==> src/rtl/avalon_pio_pkg.sv <==
// Shared register map, edge-mode encodings and address type for the edge-capturing PIO.
package avalon_pio_pkg;

    typedef logic [2:0] addr_t;

    localparam addr_t ADDR_DATA    = 3'd0;
    localparam addr_t ADDR_OUTSET  = 3'd1;
    localparam addr_t ADDR_OUTCLR  = 3'd2;
    localparam addr_t ADDR_IRQMASK = 3'd3;
    localparam addr_t ADDR_EDGECAP = 3'd4;
    localparam addr_t ADDR_OUTRD   = 3'd5;

    localparam int EDGE_RISE = 0;
    localparam int EDGE_FALL = 1;
    localparam int EDGE_ANY  = 2;

endpackage

==> src/rtl/pio_sync_edge.sv <==
// Input synchroniser, one-cycle history and edge detector, gated until the chain has flushed.
module pio_sync_edge
    import avalon_pio_pkg::*;
#(
    parameter int WIDTH       = 8,
    parameter int SYNC_STAGES = 2,
    parameter int EDGE_TYPE   = EDGE_RISE
) (
    input  logic             clk,
    input  logic             reset_n,
    input  logic [WIDTH-1:0] in_i,
    output logic [WIDTH-1:0] sync_o,
    output logic [WIDTH-1:0] ev_o
);

    localparam logic [2:0] ARM_MAX = 3'(SYNC_STAGES + 1);

    logic [WIDTH-1:0] sync_q [SYNC_STAGES];
    logic [WIDTH-1:0] prev_q;
    logic [2:0]       arm_cnt_q;
    logic             armed;
    logic [WIDTH-1:0] edge_raw;

    always_ff @(posedge clk or negedge reset_n) begin
        if (!reset_n) begin
            for (int i = 0; i < SYNC_STAGES; i++) begin
                sync_q[i] <= '0;
            end
            prev_q    <= '0;
            arm_cnt_q <= '0;
        end else begin
            sync_q[0] <= in_i;
            for (int i = 1; i < SYNC_STAGES; i++) begin
                sync_q[i] <= sync_q[i-1];
            end
            prev_q <= sync_q[SYNC_STAGES-1];
            if (!armed) begin
                arm_cnt_q <= arm_cnt_q + 3'd1;
            end
        end
    end

    // Edges seen while the chain still carries reset zeros are artefacts, not pin activity.
    assign armed  = (arm_cnt_q == ARM_MAX);
    assign sync_o = sync_q[SYNC_STAGES-1];

    always_comb begin
        edge_raw = '0;
        case (EDGE_TYPE)
            EDGE_FALL: edge_raw = ~sync_o & prev_q;
            EDGE_ANY:  edge_raw = sync_o ^ prev_q;
            default:   edge_raw = sync_o & ~prev_q;
        endcase
    end

    assign ev_o = armed ? edge_raw : '0;

endmodule

==> src/rtl/avalon_pio_edge.sv <==
// Avalon-MM PIO slave: output register with set/clear, synchronised inputs, edge capture and masked irq.
module avalon_pio_edge
    import avalon_pio_pkg::*;
#(
    parameter int          WIDTH       = 8,
    parameter logic [31:0] RESET_VALUE = 32'd0,
    parameter int          EDGE_TYPE   = EDGE_RISE,
    parameter int          SYNC_STAGES = 2
) (
    input  logic             clk,
    input  logic             reset_n,
    input  logic [2:0]       address,
    input  logic             chipselect,
    input  logic             write_n,
    input  logic [31:0]      writedata,
    output logic [31:0]      readdata,
    input  logic [WIDTH-1:0] in_port,
    output logic [WIDTH-1:0] out_port,
    output logic             irq
);

    localparam logic [WIDTH-1:0] RST_OUT = RESET_VALUE[WIDTH-1:0];

    logic             wr;
    logic [WIDTH-1:0] wd;
    logic             unused_wd;
    logic [WIDTH-1:0] sync_in;
    logic [WIDTH-1:0] ev;
    logic [WIDTH-1:0] clr;

    logic [WIDTH-1:0] out_port_q, out_port_d;
    logic [WIDTH-1:0] irqmask_q,  irqmask_d;
    logic [WIDTH-1:0] edgecap_q,  edgecap_d;
    logic             irq_q,      irq_d;
    logic [31:0]      readdata_q, readdata_d;

    assign wr        = chipselect & ~write_n;
    assign wd        = writedata[WIDTH-1:0];
    assign unused_wd = ^writedata;

    pio_sync_edge #(
        .WIDTH       (WIDTH),
        .SYNC_STAGES (SYNC_STAGES),
        .EDGE_TYPE   (EDGE_TYPE)
    ) u_sync_edge (
        .clk     (clk),
        .reset_n (reset_n),
        .in_i    (in_port),
        .sync_o  (sync_in),
        .ev_o    (ev)
    );

    always_comb begin
        out_port_d = out_port_q;
        irqmask_d  = irqmask_q;
        clr        = '0;
        if (wr) begin
            case (addr_t'(address))
                ADDR_DATA:    out_port_d = wd;
                ADDR_OUTSET:  out_port_d = out_port_q | wd;
                ADDR_OUTCLR:  out_port_d = out_port_q & ~wd;
                ADDR_IRQMASK: irqmask_d  = wd;
                ADDR_EDGECAP: clr        = wd;
                default:      ;
            endcase
        end
        // A new edge overrides a simultaneous clear of the same bit.
        edgecap_d = (edgecap_q & ~clr) | ev;
        irq_d     = |(edgecap_d & irqmask_q);
    end

    always_comb begin
        readdata_d = '0;
        case (addr_t'(address))
            ADDR_DATA:    readdata_d[WIDTH-1:0] = sync_in;
            ADDR_IRQMASK: readdata_d[WIDTH-1:0] = irqmask_q;
            ADDR_EDGECAP: readdata_d[WIDTH-1:0] = edgecap_q;
            ADDR_OUTRD:   readdata_d[WIDTH-1:0] = out_port_q;
            default:      ;
        endcase
    end

    always_ff @(posedge clk or negedge reset_n) begin
        if (!reset_n) begin
            out_port_q <= RST_OUT;
            irqmask_q  <= '0;
            edgecap_q  <= '0;
            irq_q      <= 1'b0;
            readdata_q <= '0;
        end else begin
            out_port_q <= out_port_d;
            irqmask_q  <= irqmask_d;
            edgecap_q  <= edgecap_d;
            irq_q      <= irq_d;
            readdata_q <= readdata_d;
        end
    end

    assign out_port = out_port_q;
    assign irq      = irq_q;
    assign readdata = readdata_q;

endmodule

==> config.mk <==
export PLATFORM = sky130hd
export DESIGN_NAME = avalon_pio_edge
export DESIGN_NICKNAME = d
export VERILOG_FILES = /design/src/rtl/avalon_pio_pkg.sv /design/src/rtl/pio_sync_edge.sv /design/src/rtl/avalon_pio_edge.sv
export SDC_FILE = /design/constraint.sdc
export NUM_CORES = 1
export LEC_CHECK = 0
export ABC_AREA = 0
export BUFFER_PORTS_ARGS = -buffer_cell sky130_fd_sc_hd__buf_2
export CAP_MARGIN = 40
export CORE_MARGIN = 4
export CORE_UTILIZATION = 30
export DETAILED_ROUTE_END_ITERATION = 6
export SLEW_MARGIN = 0
export SYNTH_ARGS = -nofsm -noshare
export SYNTH_HDL_FRONTEND = slang
export SYNTH_SLANG_ARGS = --single-unit
==> constraint.sdc <==
create_clock -name clk -period 2.6 [get_ports clk]
set_clock_uncertainty 0.1 [all_clocks]
set_input_delay 0.26 -clock clk [delete_from_list [all_inputs] [get_ports clk]]
set_output_delay 0.26 -clock clk [all_outputs]
set_load 0.03 [all_outputs]
======== Word-level counts from Yosys, hierarchy flattened ========
Cells that the tools add are included.
operators by class
  add/subtract/negate cells ............... 1
  multipliers ............................. 0
  divide/modulo/power cells ............... 0
  magnitude comparators ................... 0
  eq/ne operators ......................... 6
  shift-type cells ........................ 0
  mux-type cells .......................... 5
  bitwise operators ....................... 11
  reduce and logical (&&, ||, !) cells .... 5
operators with widths
  operator                                        number
  bitwise AND 8 bit                               4
  case mux 8 bit (4 select lines)                 1
  2-to-1 mux 8 bit                                3
  NOT 8 bit                                       3
  case mux 8 bit (3 select lines)                 1
  OR 8 bit                                        2
  == test 3 x 2 -> 1 bit (second input constant)  3
  OR reduction 8 bit                              1
  == test 3 bit (second input constant)           2
  AND reduction 2 bit                             2
  adder 3 x 1 -> 3 bit (second input constant)    1
  == test 3 x 1 -> 1 bit (second input constant)  1
  zero test 3 bit                                 1
  nonzero test 3 bit                              1
  bitwise AND 1 bit                               1
  NOT 1 bit                                       1
storage, ports and cells
  register bits ........................... 60
  latch bits .............................. 0
  RAM bits ................................ 0
  bits in read-only memories .............. 0
  input bits .............................. 47
  output and inout bits ................... 41
  logic and storage cells ................. 37
  memories kept ........................... 0

======== Longest topological paths before layout ========
Gate-level depths: netlist (run 1).
  depth after elaboration ................. 8
  depth in mapped cells ................... 7
  depth with buffers taken out ............ 6

======== Hierarchy ========
From an unflattened synthesis (run 1), not the netlist that was laid out.
unflattened totals
  cell total of the unflattened synthesis .. 221
  area, all modules ....................... 2685.1 um^2
modules (own cells, without submodules)
  module           times used  cells each  area each (um^2)
  avalon_pio_edge  1           170         1805.5
  pio_sync_edge    1           51          879.6

======== Worst setup path after synthesis (run 1) ========
Ideal clock, no wire load.
  path kind ............................... reg2reg
  from .................................... reg u_sync_edge.arm_cnt_q[0]
  to ...................................... reg irq_q (netlist: irq)
  library setup time ...................... 0.134 ns
  arrival ................................. 1.548 ns
  slack ................................... 0.818 ns
  cell stages (with the launch flop) ...... 8
  cell sequence ........................... dfrtp_1 -> ha_1 -> ha_1 -> clkbuf_1 -> and3b_1 -> nand4b_1 -> a32oi_1 -> nand4_1
between the ends
  cells in the longest elaborated chain, start to end .. 5
ends and longest elaborated chain
  what                    RTL line               RTL
  from (decl)             pio_sync_edge.sv:20    logic [2:0] arm_cnt_q;
  from (signal assigned)  pio_sync_edge.sv:38    arm_cnt_q <= arm_cnt_q + 3'd1;
  == test 3 x 2 -> 1 bit  pio_sync_edge.sv:44    assign armed = (arm_cnt_q == ARM_MAX);
  2-to-1 mux 8 bit        pio_sync_edge.sv:56    assign ev_o = armed ? edge_raw : '0;
  OR 8 bit                avalon_pio_edge.sv:68  edgecap_d = (edgecap_q & ~clr) | ev;
  bitwise AND 8 bit       avalon_pio_edge.sv:69  irq_d = |(edgecap_d & irqmask_q);
  OR reduction 8 bit      avalon_pio_edge.sv:69
  net irq_d               avalon_pio_edge.sv:34  logic irq_q, irq_d;
  to (signal assigned)    avalon_pio_edge.sv:94  irq_q <= irq_d;
  to (decl)               avalon_pio_edge.sv:34
The timed path passes the listed nets, and every way through them passes these cells.
A chain may end at the register's enable or synchronous reset.

======== Worst setup path in the final report (run 1) ========
Ends and elaborated chain as after synthesis.

==> results of run 1 <==
==> critical path, cell delays in order (launching register included) <==
cell                       delay (ns)
sky130_fd_sc_hd__dfrtp_1         0.39
sky130_fd_sc_hd__ha_1            0.21
sky130_fd_sc_hd__ha_1            0.37
sky130_fd_sc_hd__and3b_1         0.28
sky130_fd_sc_hd__nand4b_1        0.16
sky130_fd_sc_hd__a32oi_1         0.26
sky130_fd_sc_hd__nand4_1         0.15
==> stage by stage <==
stage          util (%)  instances  area, um2  hold WS [ns]
2_1_floorplan         -        243       2730        -0.136
3_3_place_gp       33.9        358       2840       -0.0310
3_5_place_dp       33.9        358       2840       -0.0345
4_1_cts            37.2        382       3120        0.0845
5_1_grt            37.2        382       3120        0.0931
6_report           37.2        382       3120         0.105
==> layer usage <==
layer | track usage [%] | wire [um] | vias to the layer above | part of all wire (%)
li1 | - | - | 841 | -
met1 | 15.2 | 2600 | 870 | 45
met2 | 18.3 | 2720 | 67 | 47
met3 | 5.05 | 440 | 2 | 7.6
met4 | 4.94 | 29 | 0 | 0.50
met5 | 0 | 0 | - | 0
==> logic make-up after synthesis <==
group	after synthesis
DFF	60
and+or+nand+nor	60
AOI/OAI and AO/OA	44
buffers and inverters	33
muxes	18
adders and majority gates	2
xor gates and xnor gates	2
other	1
==> registers in the layout, indices dropped and copies added (netlist names) <==
signal / count
u_sync_edge.prev_q: 8
u_sync_edge.sync_o: 8
edgecap_q: 8
u_sync_edge.arm_cnt_q: 3
irqmask_q: 8
readdata: 8
u_sync_edge.sync_q: 8
out_port: 8
irq: 1
==> cell usage after synthesis <==
cell type,number
sky130_fd_sc_hd__a32oi_1,4
sky130_fd_sc_hd__buf_2,2
sky130_fd_sc_hd__nor3_4,1
sky130_fd_sc_hd__a22o_1,8
sky130_fd_sc_hd__nor3b_2,1
sky130_fd_sc_hd__nand4b_1,4
sky130_fd_sc_hd__nand3_1,4
sky130_fd_sc_hd__nand2b_1,6
sky130_fd_sc_hd__a31oi_1,5
sky130_fd_sc_hd__and3b_1,4
sky130_fd_sc_hd__mux2i_1,6
sky130_fd_sc_hd__mux2_2,12
sky130_fd_sc_hd__ha_1,2
sky130_fd_sc_hd__nor4b_4,1
sky130_fd_sc_hd__dfrtp_1,60
sky130_fd_sc_hd__buf_4,26
sky130_fd_sc_hd__xnor2_1,1
sky130_fd_sc_hd__o21ai_0,16
sky130_fd_sc_hd__a22oi_1,3
sky130_fd_sc_hd__inv_1,1
sky130_fd_sc_hd__a21o_1,4
sky130_fd_sc_hd__conb_1,1
sky130_fd_sc_hd__o21a_1,4
sky130_fd_sc_hd__buf_6,2
sky130_fd_sc_hd__nor2_1,7
sky130_fd_sc_hd__nand4_1,5
sky130_fd_sc_hd__clkbuf_1,2
sky130_fd_sc_hd__nor3_2,1
sky130_fd_sc_hd__and2_1,1
sky130_fd_sc_hd__nand3b_1,4
sky130_fd_sc_hd__nand2_1,21
sky130_fd_sc_hd__xor2_1,1
==> worst paths after layout <==
kind / start / slack [ns] / endpoint / depth (start not counted)
hold / removal: writedata[7] / 0.10 / out_port[7]$_DFFE_PN0P_ / 2
setup / recovery: u_sync_edge.arm_cnt_q[0]$_DFFE_PN0N_ / 0.55 / irq$_DFF_PN0_ / 6
max in group asynchronous: reset_n / 1.60 / irqmask_q[3]$_DFFE_PN0P_ / 3
hold reg to reg: u_sync_edge.sync_q[14]$_DFF_PN0_ / 0.24 / u_sync_edge.sync_o[6]$_DFF_PN0_ / 0
min in group asynchronous: reset_n / 0.15 / u_sync_edge.sync_q[8]$_DFF_PN0_ / 2
setup reg to reg: u_sync_edge.arm_cnt_q[0]$_DFFE_PN0N_ / 0.55 / irq$_DFF_PN0_ / 6
==> report_power, final <==
part,internal [uW],total [uW],switching [uW]
clock,464,809,345
combinational,134,374,240
sequential,1020,1080,57.4
total,1620,2260,643
==> cell type report <==
class	count	area (um2)
fill	818	5260
multi-input combinational	150	990
inverter	1	3.75
tap	105	131
clock inverter	2	35.0
timing repair buffer	51	308
sequential	60	1500
clock buffer	13	149
==> qor.csv, run 1 <==
stage;metric;value;unit
outcome;status;completed;
sta;Setup TNS;0;ns
sta;Final Max Tran Viols;0;
sta;portion of the clock cycle consumed by the worst path in the final layout;78.9;%
synth;synthesized-area fraction occupied by adder cells;0.947;%
clock_tree;total setup buffers inserted after CTS;0;
worst_setup_path;peak fanout along the critical path;11;
clock_tree;number of hold buffers added after cts;9;
synth;top-area cell type share of the netlist area;56.8;%
worst_setup_path;data arrival time of the worst path;2.14;ns
clock_tree;TritonCTS clock tree;yes;
synth;largest family of logic cells by synthesized area;simple AND/OR/NAND/NOR gates;
sta;final setup vio count;0;
job;max-cap violation count;0;
clock_tree;clock root buffer;sky130_fd_sc_hd__clkbuf_8;
worst_setup_path;Critical Path End Type;register;
clock_tree;clock buffers created by TritonCTS;9;
die;starting utilization of the core area;31.5;%
finish;most frequent cells in the layout;60 x sky130_fd_sc_hd__dfrtp_1, 39 x sky130_fd_sc_hd__buf_2, 24 x sky130_fd_sc_hd__conb_1, 21 x sky130_fd_sc_hd__nand2_1, 16 x sky130_fd_sc_hd__o21ai_0;
place;worst slack at placement;0.532;ns
sta;Tmin final;2.05;ns
global_routing;number of antenna violations at the first check in global routing;0;
die;vertical die dimension;102;um
synth;xor and xnor fraction of the mapped netlist area;0.663;%
worst_setup_path;required time worst endpoint;2.69;ns
global_routing;overflow left after global routing;0;
global_routing;via count of the first global-routing pass;1805;
clock_tree;maximum clock path buffer count;2;
finish;layout overhead on the synthesized area;17.9;%
synth;basic-gate share of the synthesized area counting and, or, nand and nor cells;13.7;%
place;total half-perimeter wirelength after legalization and detailed placement;3920;um
die;standard-cell row count;33;
route;routed wire length per instance;15.1;um
sta;Fmax achieved;487;MHz
global_routing;wire length of the first global-routing pass;9340;um
sta;setup repair after global routing missed its margin;false;
synth;warnings from Yosys;0;
synth;leading post-synthesis cells by cell area;sky130_fd_sc_hd__dfrtp_1 57%, sky130_fd_sc_hd__buf_4 7.4%, sky130_fd_sc_hd__mux2_2 5.1%;
route;number of design-rule violations left by the first detailed-router iteration;100;
global_routing;maximum number of pins on one net before global-route repair;37;
global_routing;global-route usage over all layers;12.0;%
route;DRC violation count after routing;0;
worst_setup_path;category of the critical setup timing path;register to register;
power;leak pwr;0.00141;uW
clock_tree;# clock sinks;60;
synth;largest area contributor in the synthesized netlist;sky130_fd_sc_hd__dfrtp_1;
die;Horiz. Die Dim;102;um
clock_tree;Resized Gates After CTS;0;
sta;final worst-path setup slack;0.548;ns
place;count of port buffers added during placement;39;
worst_setup_path;type of element launching the critical path;register;
clock_tree;H-Tree Level Count;3;
synth;Avg Synthesized Cell Area;12.0;um2
min_path;type of the tightest min-delay check;primary input to register;
power;total power after layout;2260;uW
synth;flip-flop and latch count after synthesis;60;
synth;distinct cell type count after synthesis;32;
finish;most common library cell in the layout ignoring fill and taps;sky130_fd_sc_hd__dfrtp_1;
finish;fraction of layout instances using a drive strength above 1;25.3;%
finish;Layout Nets;322;
finish;number of antenna repair diodes;0;
synth;complex-gate fraction of the synthesized area;11.3;%
synth;post-synthesis cell area;2640;um2
place;gp weighted congestion;0.797;
die;placeable core region;8380;um2
sta;number of endpoints with negative hold slack in the final report;0;
power;worst-case vdd ir drop;0.337;mV
clock_tree;clock transition time at the flip-flop clock pins of the worst setup and hold paths;0.07;ns
power;power per cell area;725;nW/um2
die;Die Area;10400;um2
sta;slew at the pin closest to its max-slew limit;0.665;ns
route;average vias per placed instance;4.66;
synth;multiplexer area fraction after synthesis;7.38;%
die;I/O pin count;88;
synth;cells after synthesis;220;
sta;Slew HR;55.5;%
route;first-pass detailed-route iteration total;4;
route;Routed Wire Length;5790;um
route;post-detailed-route count of antenna-violating nets;0;
clock_tree;clock latency on the worst-skew pair;0.33;ns
route;Via Count;1780;
synth;part of the Yosys area used for sequential elements;56.8;%
Power figures use the tool's default switching activity.
==> inputs of run 2 (changes only) <==
==> constraint.sdc (replaced) <==
create_clock -name clk -period 2.1 [get_ports clk]
set_clock_uncertainty 0.1 [all_clocks]
set_input_delay 0.21 -clock clk [delete_from_list [all_inputs] [get_ports clk]]
set_output_delay 0.21 -clock clk [all_outputs]
set_load 0.03 [all_outputs]
==> qor.csv, run 2 (synthesis results as in run 1) <==
stage;metric;value;unit;change
outcome;status;completed;;
sta;portion of the clock cycle consumed by the worst path in the final layout;92.9;%;+14 points
sta;Slew HR;61.9;%;+6.4 points
die;vertical die dimension;102;um;unchanged
sta;Fmax achieved;513;MHz;+5.3%
die;placeable core region;8380;um2;unchanged
global_routing;overflow left after global routing;0;;unchanged
finish;number of antenna repair diodes;0;;unchanged
place;count of port buffers added during placement;39;;unchanged
clock_tree;Resized Gates After CTS;0;;unchanged
finish;combined flip-flop and latch cell area;1500;um2;unchanged
worst_setup_path;required time worst endpoint;2.20;ns;-0.49 ns
route;average vias per placed instance;4.65;;-0.27%
place;cell area reported after detailed placement;2920;um2;+2.6%
place;gp weighted congestion;0.811;;+1.7%
global_routing;via count of the first global-routing pass;1746;;-3.3%
clock_tree;TritonCTS clock tree;yes;;
route;routed wire length per instance;14.6;um;-3.7%
finish;final core utilization;38.3;%;+1.1 points
die;I/O pin count;88;;unchanged
global_routing;global-route usage over all layers;11.6;%;-0.43 points
route;first-pass detailed-route iteration total;5;;+1
sta;setup repair after global routing missed its margin;false;;
route;Via Count;1817;;+2.1%
sta;Tmin final;1.95;ns;-0.102 ns
route;post-detailed-route count of antenna-violating nets;0;;unchanged
global_routing;number of antenna violations at the first check in global routing;0;;unchanged
place;total half-perimeter wirelength after legalization and detailed placement;3940;um;+0.41%
finish;most frequent cells in the layout;60 x sky130_fd_sc_hd__dfrtp_1, 39 x sky130_fd_sc_hd__buf_2, 24 x sky130_fd_sc_hd__conb_1, 21 x sky130_fd_sc_hd__nand2_1, 16 x sky130_fd_sc_hd__o21ai_0;;
sta;Setup TNS;0;ns;unchanged
worst_setup_path;Critical R2R Capture;irq$_DFF_PN0_;;
worst_setup_path;data arrival time of the worst path;2.05;ns;-0.09 ns
min_path;Hold Crit Endpoint;out_port[4]$_DFFE_PN0P_;;
route;DRC violation count after routing;0;;unchanged
sta;Final Max Tran Viols;0;;unchanged
place;Cells after DPL;366;;+2.2%
worst_setup_path;peak fanout along the critical path;9;;-2
min_path;HP Start;writedata[4];;
sta;final setup vio count;0;;unchanged
clock_tree;maximum clock path buffer count;2;;unchanged
die;Horiz. Die Dim;102;um;unchanged
worst_setup_path;number of cells traversed by the worst register-to-register path;6;;unchanged
worst_setup_path;register-to-register path setup slack;0.15;ns;-0.40 ns
global_routing;wire length of the first global-routing pass;8920;um;-4.5%
clock_tree;clock buffers created by TritonCTS;9;;unchanged
finish;Layout Nets;330;;+2.5%
worst_setup_path;launch instance of the worst register-to-register path;u_sync_edge.arm_cnt_q[0]$_DFFE_PN0N_;;
clock_tree;clock root buffer;sky130_fd_sc_hd__clkbuf_8;;
sta;slew at the pin closest to its max-slew limit;0.572;ns;-0.0932 ns
die;Die Area;10400;um2;unchanged
finish;footprint of the multi-input gates;990;um2;unchanged
sta;smallest hold slack;0.0567;ns;-0.0482 ns
clock_tree;clock latency on the worst-skew pair;0.34;ns;about the same
power;leak pwr;0.00147;uW;+3.8%
worst_setup_path;Critical Path End Type;register;;
worst_setup_path;type of element launching the critical path;register;;
clock_tree;clock transition time at the flip-flop clock pins of the worst setup and hold paths;0.07;ns;about the same
finish;fill cell total of the finished layout;835;;+2.1%
min_path;type of the tightest min-delay check;primary input to register;;
power;power per cell area;890;nW/um2;+23%
job;max-cap violation count;0;;unchanged
finish;non-filler cells, final;391;;+2.4%
die;starting utilization of the core area;31.5;%;unchanged
clock_tree;# clock sinks;60;;unchanged
sta;number of endpoints with negative hold slack in the final report;0;;unchanged
finish;layout overhead on the synthesized area;21.4;%;
worst_setup_path;category of the critical setup timing path;register to register;;
power;worst-case vdd ir drop;0.410;mV;+22%
route;number of design-rule violations left by the first detailed-router iteration;87;;-13%
finish;fraction of layout instances using a drive strength above 1;28.3;%;+3.1 points
die;standard-cell row count;33;;unchanged
min_path;cell depth of the worst min-delay path;2;;unchanged
finish;design area;3210;um2;+2.9%
clock_tree;H-Tree Level Count;3;;unchanged
route;Routed Wire Length;5710;um;-1.4%
finish;most common library cell in the layout ignoring fill and taps;sky130_fd_sc_hd__dfrtp_1;;
global_routing;maximum number of pins on one net before global-route repair;38;;+2.7%
run 2: cell count changes in the layout (fill, tap and decap cells not counted), sizes merged:
cell / delta
buf: +8
clkbuf: -1
clkinv: +1
clkinvlp: +1
run 2: critical path, cell delays in order (launching register included):
cell and delay, ns:
sky130_fd_sc_hd__dfrtp_1 0.39, sky130_fd_sc_hd__ha_1 0.21, sky130_fd_sc_hd__ha_1 0.32, sky130_fd_sc_hd__and3b_1 0.25, sky130_fd_sc_hd__nand4b_1 0.16, sky130_fd_sc_hd__a32oi_1 0.25
sky130_fd_sc_hd__nand4_1 0.13
run 2: timing repair:
item	CTS	global route
hold endpoints to repair	31	0
hold buffers	9	0
setup buffers	0	0
endpoints found under the setup margin	0	0
run 2: worst max-delay path by stage:
stage | startpoint | to | slack (ns) | depth (start not counted)
3_5_place_dp | u_sync_edge.arm_cnt_q[0]$_DFFE_PN0N_ | irq$_DFF_PN0_ | 0.14 | 6
6_report | u_sync_edge.arm_cnt_q[0]$_DFFE_PN0N_ | irq$_DFF_PN0_ | 0.15 | 6
2_1_floorplan | u_sync_edge.arm_cnt_q[0]$_DFFE_PN0N_ | irq$_DFF_PN0_ | 0.32 | 7
5_1_grt | u_sync_edge.arm_cnt_q[0]$_DFFE_PN0N_ | irq$_DFF_PN0_ | 0.05 | 6
3_3_place_gp | u_sync_edge.arm_cnt_q[0]$_DFFE_PN0N_ | irq$_DFF_PN0_ | 0.13 | 6
4_1_cts | u_sync_edge.arm_cnt_q[0]$_DFFE_PN0N_ | irq$_DFF_PN0_ | 0.13 | 6
run 2: area by class of cell:
class | count | share of cell area (%)
clock buffers | 12 | 4.83
well taps | 105 | 4.09
repair buffers | 59 | 11.9
inverters | 1 | 0.117
clock inverters | 4 | 1.48
multi-input cells | 150 | 30.8
flip-flops and latches | 60 | 46.8
run 2: layer usage:
layer | global-route usage, % | routed length, um
met3 | 3.07 | 490
met1 | 15.8 | 2620
met2 | 16.3 | 2530
met5 | 0 | 0
met4 | 7.16 | 67
run 2: per-stage QoR:
| step | total power, uW | setup WS [ns] |
|---|---|---|
| 2_1_floorplan | 1690 | 0.318 |
| 6_report | 2860 | 0.150 |
| 3_3_place_gp | 1810 | 0.135 |
| 3_5_place_dp | 1820 | 0.141 |
| 5_1_grt | 3000 | 0.0500 |
| 4_1_cts | 2900 | 0.134 |
run 2: power breakdown:
part | leakage (uW) | internal (uW) | total [uW] | switching (uW)
Clock | 0.000102 | 609 | 1050 | 443
Combinational | 0.000667 | 174 | 473 | 299
Sequential | 0.000697 | 1260 | 1330 | 68.1
==> inputs of run 3 (changes only) <==
--- a/config.mk
+++ b/config.mk
@@ -8,7 +8,6 @@
 export ABC_AREA = 0
 export BUFFER_PORTS_ARGS = -buffer_cell sky130_fd_sc_hd__buf_2
 export CAP_MARGIN = 40
-export CORE_MARGIN = 4
 export CORE_UTILIZATION = 30
 export DETAILED_ROUTE_END_ITERATION = 6
 export SLEW_MARGIN = 0
==> qor.csv, run 3 (synthesis results as in run 1) <==
stage;metric;value;unit;change
sta;setup repair after global routing missed its margin;false;;
route;first-pass detailed-route iteration total;4;;-1
die;placeable core region;8380;um2;unchanged
worst_setup_path;Largest delay share family, worst path;simple AND/OR/NAND/NOR gates;;
clock_tree;clock buffers created by TritonCTS;9;;unchanged
power;worst-case vdd ir drop;0.376;mV;-8.4%
die;Die Area;9190;um2;-11%
min_path;type of the tightest min-delay check;primary input to register;;
power;power per cell area;852;nW/um2;-4.3%
sta;Fmax achieved;533;MHz;+3.9%
die;Horiz. Die Dim;95.9;um;-5.9%
job;max-cap violation count;0;;unchanged
min_path;HP Start;writedata[6];;
place;total half-perimeter wirelength after legalization and detailed placement;3790;um;-3.8%
route;routed wire length per instance;14.0;um;-3.9%
route;DRC violation count after routing;0;;unchanged
clock_tree;H-Tree Level Count;3;;unchanged
sta;Setup TNS;0;ns;unchanged
worst_setup_path;total buffers and inverters traversed by the critical path;0;;unchanged
worst_setup_path;Critical Path End Type;register;;
finish;most common library cell in the layout ignoring fill and taps;sky130_fd_sc_hd__dfrtp_1;;
worst_setup_path;cells along the critical path;ha_1 -> ha_2 -> and3b_1 -> nand4b_1 -> a32oi_1 -> nand4_1;;
sta;slew at the pin closest to its max-slew limit;0.568;ns;-0.00341 ns
clock_tree;clock root buffer;sky130_fd_sc_hd__clkbuf_8;;
die;standard-cell row count;33;;unchanged
finish;most frequent cells in the layout;60 x sky130_fd_sc_hd__dfrtp_1, 39 x sky130_fd_sc_hd__buf_2, 24 x sky130_fd_sc_hd__conb_1, 21 x sky130_fd_sc_hd__nand2_1, 16 x sky130_fd_sc_hd__o21ai_0;;
worst_setup_path;launch instance of the worst register-to-register path;u_sync_edge.arm_cnt_q[0]$_DFFE_PN0N_;;
clock_tree;total setup buffers inserted after CTS;0;;unchanged
finish;Layout Nets;330;;unchanged
finish;layout overhead on the synthesized area;20.2;%;
sta;portion of the clock cycle consumed by the worst path in the final layout;89.4;%;-3.5 points
worst_setup_path;peak fanout along the critical path;9;;unchanged
clock_tree;# clock sinks;60;;unchanged
worst_setup_path;required time worst endpoint;2.19;ns;about the same
place;count of port buffers added during placement;39;;unchanged
global_routing;global-route usage over all layers;13.6;%;+2.0 points
worst_setup_path;register-to-register path setup slack;0.22;ns;+0.07 ns
clock_tree;TritonCTS clock tree;yes;;
finish;fill cell total of the finished layout;823;;-1.4%
sta;Tmin final;1.88;ns;-0.0731 ns
finish;fraction of layout instances using a drive strength above 1;28.1;%;-0.25 points
global_routing;wire length of the first global-routing pass;8840;um;-0.93%
worst_setup_path;first element of the critical path;u_sync_edge.arm_cnt_q[0]$_DFFE_PN0N_;;
worst_setup_path;data arrival time of the worst path;1.97;ns;-0.08 ns
clock_tree;maximum clock path buffer count;2;;unchanged
global_routing;maximum number of pins on one net before global-route repair;38;;unchanged
clock_tree;clock latency on the worst-skew pair;0.35;ns;about the same
place;gp weighted congestion;0.759;;-6.4%
worst_setup_path;Critical R2R Capture;irq$_DFF_PN0_;;
min_path;Hold Crit Endpoint;out_port[6]$_DFFE_PN0P_;;
worst_setup_path;cell with the largest stage delay on the worst path;sky130_fd_sc_hd__dfrtp_1;;
finish;number of antenna repair diodes;0;;unchanged
power;leak pwr;0.00145;uW;-0.96%
clock_tree;clock transition time at the flip-flop clock pins of the worst setup and hold paths;0.06;ns;about the same
sta;Slew HR;62.1;%;+0.23 points
worst_setup_path;type of element launching the critical path;register;;
route;Routed Wire Length;5470;um;-4.1%
global_routing;via count of the first global-routing pass;1725;;-1.2%
die;I/O pin count;88;;unchanged
route;Via Count;1778;;-2.1%
die;vertical die dimension;95.9;um;-5.9%
global_routing;overflow left after global routing;0;;unchanged
route;number of design-rule violations left by the first detailed-router iteration;104;;+20%
sta;Final Max Tran Viols;0;;unchanged
sta;number of endpoints with negative hold slack in the final report;0;;unchanged
route;post-detailed-route count of antenna-violating nets;0;;unchanged
outcome;status;completed;;
die;starting utilization of the core area;31.5;%;unchanged
worst_setup_path;biggest cell delay along the critical path;0.39;ns;about the same
worst_setup_path;number of cells traversed by the worst register-to-register path;6;;unchanged
power;total power after layout;2710;uW;-5.2%
min_path;cell depth of the worst min-delay path;2;;unchanged
sta;final setup vio count;0;;unchanged
route;average vias per placed instance;4.56;;-1.9%
worst_setup_path;category of the critical setup timing path;register to register;;
global_routing;number of antenna violations at the first check in global routing;0;;unchanged
run 3: cell types whose count changed in the layout (fill, tap and decap cells not counted):
| cell | previous run | this run |
|---|---|---|
| sky130_fd_sc_hd__bufinv_16 | 1 | 0 |
| sky130_fd_sc_hd__clkbuf_1 | 1 | 2 |
| sky130_fd_sc_hd__clkinvlp_4 | 1 | 0 |
| sky130_fd_sc_hd__ha_1 | 2 | 1 |
| sky130_fd_sc_hd__ha_2 | 0 | 1 |
run 3: per-layer routing:
layer,track usage [%],share of wire [%]
met1,17.6,47
met2,19.3,44
met3,6.00,6.9
met4,6.34,1.6
met5,0,0
run 3: layout make-up:
class	instances	area [um2]	area share, %
multi-input cells	150	992	31.2
clock inverters	2	10.0	0.315
inverters	1	3.75	0.118
clock buffers	13	159	5.00
well taps	105	131	4.13
repair buffers	59	380	12.0
flip-flops and latches	60	1500	47.2
run 3: what timing repair did:
action	in CTS	in global routing
hold buffers	9	0
gates resized for setup	0	1
hold endpoints to repair	31	0
endpoints found under the setup margin	0	1
run 3: power by group:
| part | internal (uW) | switching [uW] |
|---|---|---|
| logic | 174 | 298 |
| clock network | 482 | 417 |
| registers | 1260 | 71.4 |
run 3: stage by stage:
step | area [um2] | cells | hold WS [ns] | util, % | worst slack, ns
after floorplan | 2730 | 243 | -0.186 | - | 0.318
after detailed placement | 2920 | 366 | 0.142 | 34.8 | 0.125
after global placement | 2920 | 366 | 0.139 | 34.8 | 0.125
after global routing | 3180 | 390 | 0.0455 | 37.9 | 0.103
after CTS | 3180 | 390 | 0.0461 | 37.9 | 0.103
final | 3180 | 390 | 0.0568 | 37.9 | 0.223
run 3: how the worst max path moves through the flow:
| stage | endpoint | slack (ns) | cells past startpoint |
|---|---|---|---|
| after floorplan | irq$_DFF_PN0_ | 0.32 | 7 |
| after global placement | irq$_DFF_PN0_ | 0.12 | 6 |
| after detailed placement | irq$_DFF_PN0_ | 0.13 | 6 |
| after CTS | irq$_DFF_PN0_ | 0.10 | 6 |
| after global routing | irq$_DFF_PN0_ | 0.10 | 6 |
| final | irq$_DFF_PN0_ | 0.22 | 6 |
